$ cat config.mk
export PLATFORM = sky130hd
export DESIGN_NAME = fifo_reader
export DESIGN_NICKNAME = d
export VERILOG_FILES = /design/src/rtl/fifo_rd_pkg.sv /design/src/rtl/fifo_reader_chk.sv /design/src/rtl/reader_obuf.sv /design/src/rtl/fifo_reader.sv
export SDC_FILE = /design/constraint.sdc
export NUM_CORES = 1
export LEC_CHECK = 0
export CORE_MARGIN = 2
export CORE_UTILIZATION = 50
export CTS_BUF_LIST = sky130_fd_sc_hd__clkbuf_2
export CTS_CLUSTER_SIZE = 40
export DETAILED_ROUTE_END_ITERATION = 7
export GPL_TIMING_DRIVEN = 0
export PLACE_DENSITY = 0.8
export SLEW_MARGIN = 20
export SYNTH_ARGS = -nofsm -noshare
export SYNTH_HDL_FRONTEND = slang
export SYNTH_HIERARCHICAL = 1
export SYNTH_SLANG_ARGS = --single-unit
$ cat constraint.sdc
create_clock -name clk -period 4.53 [get_ports clk]
set_clock_uncertainty 0.15 [all_clocks]
set_input_delay 0.906 -clock clk [delete_from_list [all_inputs] [get_ports clk]]
set_output_delay 0.906 -clock clk [all_outputs]
set_load 0.005 [all_outputs]
$ cat src/rtl/fifo_rd_pkg.sv
// Shared types and defaults for the FIFO consumer-side reader.
package fifo_rd_pkg;

  localparam int unsigned FIFO_RD_WIDTH = 8;

  typedef enum logic [1:0] {
    ST_IDLE = 2'd0,
    ST_RUN  = 2'd1,
    ST_STOP = 2'd2
  } rd_state_e;

endpackage

$ cat src/rtl/fifo_reader_chk.sv
// Occupancy sanity checker for the reader output buffer.
module fifo_reader_chk #(
  parameter int unsigned DEPTH = 2,
  parameter int unsigned OCC_W = $clog2(DEPTH + 1)
) (
  input logic             clk,
  input logic             reset,
  input logic [OCC_W-1:0] occ
);

  // Occupancy must never exceed the buffer depth
  always_ff @(posedge clk) begin
    if (reset) begin
      assert (occ <= OCC_W'(DEPTH)) else $error("reader obuf occupancy %0d exceeds depth %0d", occ, DEPTH);
    end
  end

endmodule

$ cat src/rtl/reader_obuf.sv
// Small circular output buffer: FIFO-ordered storage between the FIFO read port and the stream.
module reader_obuf #(
  parameter int unsigned WIDTH = 8,
  parameter int unsigned DEPTH = 2,
  parameter int unsigned OCC_W = $clog2(DEPTH + 1)
) (
  input  logic             clk,
  input  logic             reset,
  input  logic             wr_en,
  input  logic [WIDTH-1:0] wr_data,
  input  logic             rd_en,
  output logic [WIDTH-1:0] rd_data,
  output logic             valid,
  output logic [OCC_W-1:0] occ
);

  localparam int unsigned PTR_W = (DEPTH > 1) ? $clog2(DEPTH) : 1;

  logic [WIDTH-1:0] mem_q [DEPTH];
  logic [WIDTH-1:0] mem_d [DEPTH];
  logic [PTR_W-1:0] wr_ptr_q, wr_ptr_d;
  logic [PTR_W-1:0] rd_ptr_q, rd_ptr_d;
  logic [OCC_W-1:0] occ_q, occ_d;

  function automatic logic [PTR_W-1:0] next_ptr(input logic [PTR_W-1:0] ptr);
    if (ptr == PTR_W'(DEPTH - 1)) begin
      return '0;
    end else begin
      return ptr + PTR_W'(1);
    end
  endfunction

  // Next-state for storage, pointers and occupancy
  always_comb begin
    mem_d    = mem_q;
    wr_ptr_d = wr_ptr_q;
    rd_ptr_d = rd_ptr_q;
    occ_d    = occ_q;
    if (wr_en) begin
      mem_d[wr_ptr_q] = wr_data;
      wr_ptr_d        = next_ptr(wr_ptr_q);
    end else begin
      wr_ptr_d = wr_ptr_q;
    end
    if (rd_en) begin
      rd_ptr_d = next_ptr(rd_ptr_q);
    end else begin
      rd_ptr_d = rd_ptr_q;
    end
    case ({wr_en, rd_en})
      2'b10:   occ_d = occ_q + OCC_W'(1);
      2'b01:   occ_d = occ_q - OCC_W'(1);
      default: occ_d = occ_q;
    endcase
  end

  // Buffer state registers
  always_ff @(posedge clk) begin
    if (!reset) begin
      for (int i = 0; i < int'(DEPTH); i++) begin
        mem_q[i] <= '0;
      end
      wr_ptr_q <= '0;
      rd_ptr_q <= '0;
      occ_q    <= '0;
    end else begin
      mem_q    <= mem_d;
      wr_ptr_q <= wr_ptr_d;
      rd_ptr_q <= rd_ptr_d;
      occ_q    <= occ_d;
    end
  end

  assign rd_data = mem_q[rd_ptr_q];
  assign valid   = (occ_q != '0);
  assign occ     = occ_q;

endmodule

$ cat src/rtl/fifo_reader.sv
// Consumer-side FIFO controller: pops when data and downstream space exist, streams words out.
module fifo_reader
  import fifo_rd_pkg::*;
#(
  parameter int unsigned WIDTH      = FIFO_RD_WIDTH,
  parameter int unsigned OBUF_DEPTH = 2,
  parameter int unsigned CNT_W      = 16,
  parameter int unsigned ERR_W      = 8
) (
  input  logic             clk,
  input  logic             reset,
  input  logic             enable,
  output logic             read_n,
  input  logic [WIDTH-1:0] fifo_data,
  input  logic             fifo_empty,
  input  logic             fifo_invalid,
  output logic [WIDTH-1:0] m_data,
  output logic             m_valid,
  input  logic             m_ready,
  output logic             busy,
  output logic [CNT_W-1:0] rd_count,
  output logic [ERR_W-1:0] err_count
);

  localparam int unsigned OCC_W  = $clog2(OBUF_DEPTH + 1);
  localparam int unsigned FILL_W = OCC_W + 1;

  rd_state_e        state_q, state_d;
  logic             inflight_q, inflight_d;
  logic [CNT_W-1:0] rd_count_q, rd_count_d;
  logic [ERR_W-1:0] err_count_q, err_count_d;
  logic [OCC_W-1:0] occ;
  logic [FILL_W-1:0] fill;
  logic             hs;

  reader_obuf #(
    .WIDTH (WIDTH),
    .DEPTH (OBUF_DEPTH),
    .OCC_W (OCC_W)
  ) u_obuf (
    .clk     (clk),
    .reset   (reset),
    .wr_en   (inflight_q),
    .wr_data (fifo_data),
    .rd_en   (hs),
    .rd_data (m_data),
    .valid   (m_valid),
    .occ     (occ)
  );

  fifo_reader_chk #(
    .DEPTH (OBUF_DEPTH),
    .OCC_W (OCC_W)
  ) u_chk (
    .clk   (clk),
    .reset (reset),
    .occ   (occ)
  );

  // Pop only when the word already in flight plus buffered words leave a free slot
  always_comb begin
    hs     = m_valid & m_ready;
    fill   = FILL_W'(occ) + FILL_W'(inflight_q) - FILL_W'(hs);
    read_n = (state_q == ST_RUN) & ~fifo_empty & (fill < FILL_W'(OBUF_DEPTH));
    busy   = (state_q != ST_IDLE) | m_valid;
  end

  // FSM and counter next-state
  always_comb begin
    state_d     = state_q;
    inflight_d  = read_n;
    rd_count_d  = rd_count_q;
    err_count_d = err_count_q;
    case (state_q)
      ST_IDLE: begin
        if (enable) state_d = ST_RUN;
        else        state_d = ST_IDLE;
      end
      ST_RUN: begin
        if (!enable) state_d = ST_STOP;
        else         state_d = ST_RUN;
      end
      ST_STOP: begin
        if (enable)          state_d = ST_RUN;
        else if (!inflight_q) state_d = ST_IDLE;
        else                 state_d = ST_STOP;
      end
      default: state_d = ST_IDLE;
    endcase
    if (hs) begin
      rd_count_d = rd_count_q + CNT_W'(1);
    end else begin
      rd_count_d = rd_count_q;
    end
    if (fifo_invalid && (err_count_q != {ERR_W{1'b1}})) begin
      err_count_d = err_count_q + ERR_W'(1);
    end else begin
      err_count_d = err_count_q;
    end
  end

  // Control state registers
  always_ff @(posedge clk) begin
    if (!reset) begin
      state_q     <= ST_IDLE;
      inflight_q  <= 1'b0;
      rd_count_q  <= '0;
      err_count_q <= '0;
    end else begin
      state_q     <= state_d;
      inflight_q  <= inflight_d;
      rd_count_q  <= rd_count_d;
      err_count_q <= err_count_d;
    end
  end

  assign rd_count  = rd_count_q;
  assign err_count = err_count_q;

endmodule

### Word-level counts from Yosys, hierarchy flattened

Cells that the tools add are included.

* memories: 0
* memory bits (read-only): 0
* word-level logic and storage cells: 53
* latch bits: 0
* bits in registers: 47
* input port bits: 14
* memory bits (writable): 0

* equal/unequal tests: 5
* multiply operators: 0
* muxes and demuxes: 14
* $lt $le $gt $ge: 4
* add/subtract/negate cells: 8
* div/mod/pow operators: 0
* reductions and logical operators: 6
* shift-type cells: 0
* bitwise operators: 7

Operators by type and width (number)
* $mux W8: 4
* $add A16 B1 Y16 const B: 1
* $bwmux W16: 1
* $add A8 B1 Y8 const B: 1
* $demux W8 S1: 1
* $ne A8 B8 Y1 const B: 1
* $mux W2: 3
* $pmux W2 S3: 1
* $reduce_bool A2 Y1: 3
* $eq A2 B1 Y1 const B: 2
* $eq A2 B2 Y1 const B: 2
* $ge A2 B2 Y1 const B: 2
* $not A1 Y2: 2
* $pmux W2 S2: 1
* $add A2 B1 Y3: 1
* $and A1 B1 Y1: 3
* $lt A3 B2 Y1 const B: 1
* $mux W1: 3
* $sub A3 B1 Y3: 1
* $add A1 B1 Y1 const B: 2
* $add A2 B1 Y2 const B: 1
* $logic_and A1 B1 Y1: 2
* $logic_not A2 Y1: 1
* $lt A2 B1 Y1 const B: 1
* 3 further kinds: 3

### Depth between registers and ports, before layout

* word-level depth: 6
* depth in mapped cells: 9
* mapped depth without buffers: 8

### Modules after synthesis

Netlist, hierarchy kept.

By module, submodules not included
* fifo_reader: cells each 143, times used 1, seq. area each 540.5 sq um, area an instance 1266.2 sq um
* reader_obuf: cells each 99, times used 1, seq. area each 400.4 sq um, area an instance 880.8 sq um

### Worst setup path before layout

OpenSTA, ideal clock, no wires.

* path kind: input to output
* start: in m_ready
* end: out read_n
* cell stages on the path: 7
* path slack: 0.907 ns
* buffers on the path: 1
* arrival time: 2.567 ns
* cell sequence: and2_1 clkbuf_1 ha_1 nand2b_1 fa_1 xor2_1 nor4b_1

* cells in the longest elaborated chain, start to end: 4

Ends and longest elaborated chain
* start: declaration: RTL line fifo_reader.sv:19 `input logic m_ready,`
* $and A1 B1 Y1: RTL line fifo_reader.sv:62 `hs = m_valid & m_ready;`
* named net hs: RTL line fifo_reader.sv:34 `logic hs;`
* $sub A3 B1 Y3: RTL line fifo_reader.sv:63 `fill = FILL_W'(occ) + FILL_W'(inflight_q) - FILL_W'(hs);`
* $lt A3 B2 Y1: RTL line fifo_reader.sv:64 `read_n = (state_q == ST_RUN) & ~fifo_empty & (fill < FILL_W'(OBUF_DEPTH));`
* $and A1 B1 Y1: RTL line fifo_reader.sv:64
* end: declaration: RTL line fifo_reader.sv:13 `output logic read_n,`

The timed path passes the listed nets, and every way through them passes these cells.

### Worst setup path in the final report

* start: in m_ready
* end: out read_n

* cells in the longest elaborated chain, start to end: 4

Ends and longest elaborated chain (RTL line)
* $and A1 B1 Y1: fifo_reader.sv:62
* $sub A3 B1 Y3: fifo_reader.sv:63
* $lt A3 B2 Y1: fifo_reader.sv:64
* $and A1 B1 Y1: fifo_reader.sv:64

No other way between the ends.

==> results.env <==
DESIGN.PORTCOUNT=49
FINAL_MIN_PERIOD_OVER_CLOCK_PERIOD=0.9347
FINAL.HOLD.WORST_SLACK_PS=324.7
HOLDPATHEND='u_obuf/mem_q[8]'
STATUS='completed'
MAX_SLEW_MARGIN=0.6832
CP_TOP_FAMILY='buffers and inverters'
VIAS=1840
R2R_START='u_obuf/occ[1]'
GRT_PASS1_VIAS=1692
DRV.MAX_CAP_VIOLATION_COUNT=0
NETLIST-CELL-TYPE-COUNT=39
WORST_PATH_LARGEST_CELL_DELAY_PS=510
MAXIMUM_OPERATING_FREQUENCY_MHz=236.2
GRT_START_MAX_NET_PINS=13
TOTAL_POWER_W=0.0006910
POST_CTS_HOLD_BUFFER_COUNT=0
SYN_NETS=261
POST_CTS.RESIZED_INSTANCES=4
POST-ROUTE-DRC-COUNT=0
WORST_R2R_PATH_DEPTH=8
ASYNC_RESET_FF_FRAC=0
YOSYSTOPAREACELL='sky130_fd_sc_hd__dfxtp_1'
REPORT.FINAL.SLEW_VIOL_COUNT=0
FINISH.UTILIZATION=0.6713
CP.ARRIVAL_PS=3180
FP.DIEW_UM=69.53
CTS.REPORTEDPATHS.CLKPINSLEW_PS=210
NUMCLOCKSINKS=47
NETLIST_AREA_MM2=0.002147
LAYOUT-DRIVE-GT1-SHARE=0.08814
DIODES=0
ROUTE.ANTENNA.REMAINING_NETS=0
FINALNETCOUNT=315
INSTANCES_NO_FILL=345
VDD_IR_DROP_MAX_mV=0.2304
SYNTH_TOP_CELLS_BY_AREA='sky130_fd_sc_hd__dfxtp_1 44%, sky130_fd_sc_hd__nand2_1 6.8%, sky130_fd_sc_hd__a21boi_0 5.9%'
SYNTH_TOP_AREA_SHARE=0.4382
AREA_OF_THE_DIE_MM2=0.004834
CORE_MM2=0.004058
CLOCKROOTBUFFER='sky130_fd_sc_hd__clkbuf_2'
WORST-SETUP-PATH-TYPE='in2out'
PATH_CELLS='clkdlybuf4s50_1, and2_4, ha_1, nand2b_1, fa_1, xor2_1, nor4b_2, dlygate4sd2_1'
DPL.CELL_COUNT=340
UNREPAIRED_SETUP_ENDPOINTS_AFTER_GLOBAL_ROUTING='false'
STATIC-LEAKAGE-POWER_nW=0.9862
HTREE_NUM_LEVELS=2
PIN_SLEW_WITH_THE_LEAST_HEADROOM_TO_ITS_LIMIT_PS=475.1
SETUP_VIOLATIONS=0
R2R_SETUP_SLACK_PS=1870
NUMBER_OF_ANTENNA_VIOLATIONS_AT_THE_FIRST_CHECK_IN_GLOBAL_ROUTING=0
SYNTH-SEQ-CELLS=47
INITIAL_UTILIZATION=0.5291
SYNTH-EDFF-COUNT=0
DIE_H_UM=69.53
FINALHOLDVIOLATIONS=0
DRT-WIRELENGTH-PER-CELL_UM=12.83
SYNTH_TOP_FLOP_CELL='sky130_fd_sc_hd__dfxtp_1'
NUM_ROWS=23
SYNTH_SEQ_AREA_SHARE=0.4382
MOST_NUMEROUS_CELL_TYPES_IN_THE_SYNTHESIZED_NETLIST='47 x sky130_fd_sc_hd__dfxtp_1, 39 x sky130_fd_sc_hd__nand2_1, 18 x sky130_fd_sc_hd__nor2_1, 17 x sky130_fd_sc_hd__a21boi_0, 15 x sky130_fd_sc_hd__nand3_1'
FIRST_PASS_GRT_WIRE_LENGTH_MM=7.610
PLACE.PORT_BUFFERS=48
DP_WORST_SETUP_SLACK_PS=-382.1
TIMING.HOLD.WORST.CLASS='reg2reg'
WORST_SLACK_PS=295.6
REGTOREGENDPOINT='inflight_q'
POST-SYNTH-TOP-COUNT-CELL='sky130_fd_sc_hd__dfxtp_1'
CRITPATHBUFINV=2
CRIT_PATH_MAX_FANOUT=6
WORST_PATH_MAX_DELAY_CELL='sky130_fd_sc_hd__clkdlybuf4s50_1'
INSTANCE_COUNT_ALONG_THE_MOST_CRITICAL_HOLD_PATH=2
SYNTHESIS.YOSYS.WARNINGS=6
DETAIL_ROUTE.ITER0.VIOLATIONS=88
CLOCKBUFFERDEPTH=2
DETAILEDPLACEMENTHPWL_MM=3.258
CTS_TREE='built'
INSERTION_DELAY_PS=420
VIASPERCELL=5.333
LAYOUT_MIN_CYCLE_TIME_PS=4234
CELLPOWERDENSITY_mW_PER_MM2=253.7
MIN_FROM='u_obuf/mem_q[8]'
CRITPATHREQUIREDTIME_PS=3470
DRT_PASS1_ITERATIONS=4
GP_ROUTABILITY_CONGESTION=0.7696
OVERFLOW=0
POST_SYNTH.CELL_AREA_AVG_UM2=8.872
GR-USAGE-ALL-LAYERS=0.1931
SYNTHTOLAYOUTAREAGROWTH_PCT=26.86
SYN-INSTANCE-COUNT=242
TIMING.CRITICAL_PATH.TO_TYPE='primary output'
CRITICAL_PATH.STARTPOINT_TYPE='primary input'
TRITONCTS.NUM_BUFFERS=5
FINALWIRELENGTH_MM=4.426
POST_CTS.REPAIR.SETUP_BUFFERS=0
-- layout by cell type (no fill, tap or decap), drive strengths merged, types with 2 or more instances in the layout --
cell type      synthesis  layout
a21boi                18      18
mux2                   8       8
dfxtp                 47      47
clkbuf                 7      12
inv                    3       3
nand4                  7       7
or3                    6       6
xnor2                  5       5
nand3                 15      15
clkdlybuf4s50          0      47
and2                   5       5
ha                     4       4
nor3                   2       2
nor2                  18      18
nand2b                 3       3
xor2                  13      13
mux2i                  2       2
and4                   5       5
a21oi                  6       6
buf                    6       6
and3                   2       2
o21ai                  9       9
nand2                 39      39
or2                    2       2
-- registers in the layout (all words and copies together), names as in the netlist --
register,count
u_obuf/rd_ptr_q,1
u_obuf/mem_q,16
state_q,2
u_obuf/occ,2
u_obuf/wr_ptr_q,1
inflight_q,1
rd_count,16
err_count,8
-- cells by family after synthesis --
group                    Yosys count  share of synthesized area
AND/OR/NAND/NOR                  108                     0.2541
flip-flops                        47                     0.4382
AO/OA/AOI/OAI                     38                     0.1154
XOR/XNOR                          18                    0.07343
buffers and inverters             16                    0.03496
multiplexers                      10                    0.05128
adder cells (fa/ha/maj)            5                    0.03264
-- worst reg2reg max path, cell delays in order (launching register included) --
cell and delay (ps):
sky130_fd_sc_hd__dfxtp_1 410, sky130_fd_sc_hd__or2_2 370, sky130_fd_sc_hd__and2_4 210, sky130_fd_sc_hd__ha_1 260
sky130_fd_sc_hd__nand2b_1 150, sky130_fd_sc_hd__fa_1 380, sky130_fd_sc_hd__xor2_1 180, sky130_fd_sc_hd__nor4b_2 330
sky130_fd_sc_hd__and2_1 160
-- how the worst max path moves through the flow --
stage	start	endpoint	slack [ps]	cells past startpoint
global placement	m_ready	read_n	-290	9
finish	m_ready	read_n	300	8
global route	m_ready	read_n	150	8
detailed placement	m_ready	read_n	-380	9
CTS	m_ready	read_n	270	8
floorplan	m_ready	read_n	910	7
-- final cells by class --
class	instances	area, um2
plain buffers	12	60.06
clock buffers	6	30.03
fillers	357	1334
inverters	3	11.26
multi-input cells	179	1140
flip-flops and latches	47	940.9
well taps	50	62.56
repair buffers	48	479.2
-- routing by layer --
metal | part of all wire | routed length, um | track usage | up-vias
met5 | 0 | 0 | 0 | -
met3 | 0.036 | 161 | 0.03488 | 7
li1 | - | - | - | 939
met4 | 0.020 | 87 | 0.09368 | 0
met2 | 0.47 | 2101 | 0.3184 | 32
met1 | 0.47 | 2076 | 0.2431 | 862
-- power breakdown --
group / switching, W / internal, W / leakage, nW
sequential: 0.00000858 / 0.000424 / 0.380
clock: 0.000127 / 0.0000348 / 0.0249
combinational: 0.0000422 / 0.0000544 / 0.581
total: 0.000177 / 0.000514 / 0.986
-- metrics by stage --
| stage | TNS, ps | instance area [um2] |
|---|---|---|
| 2_1_floorplan | 0 | 2147 |
| 3_3_place_gp | -294.4 | 2690 |
| 3_5_place_dp | -382.1 | 2690 |
| 4_1_cts | 0 | 2724 |
| 5_1_grt | 0 | 2724 |
| 6_report | 0 | 2724 |
Power figures use the tool's default switching activity.
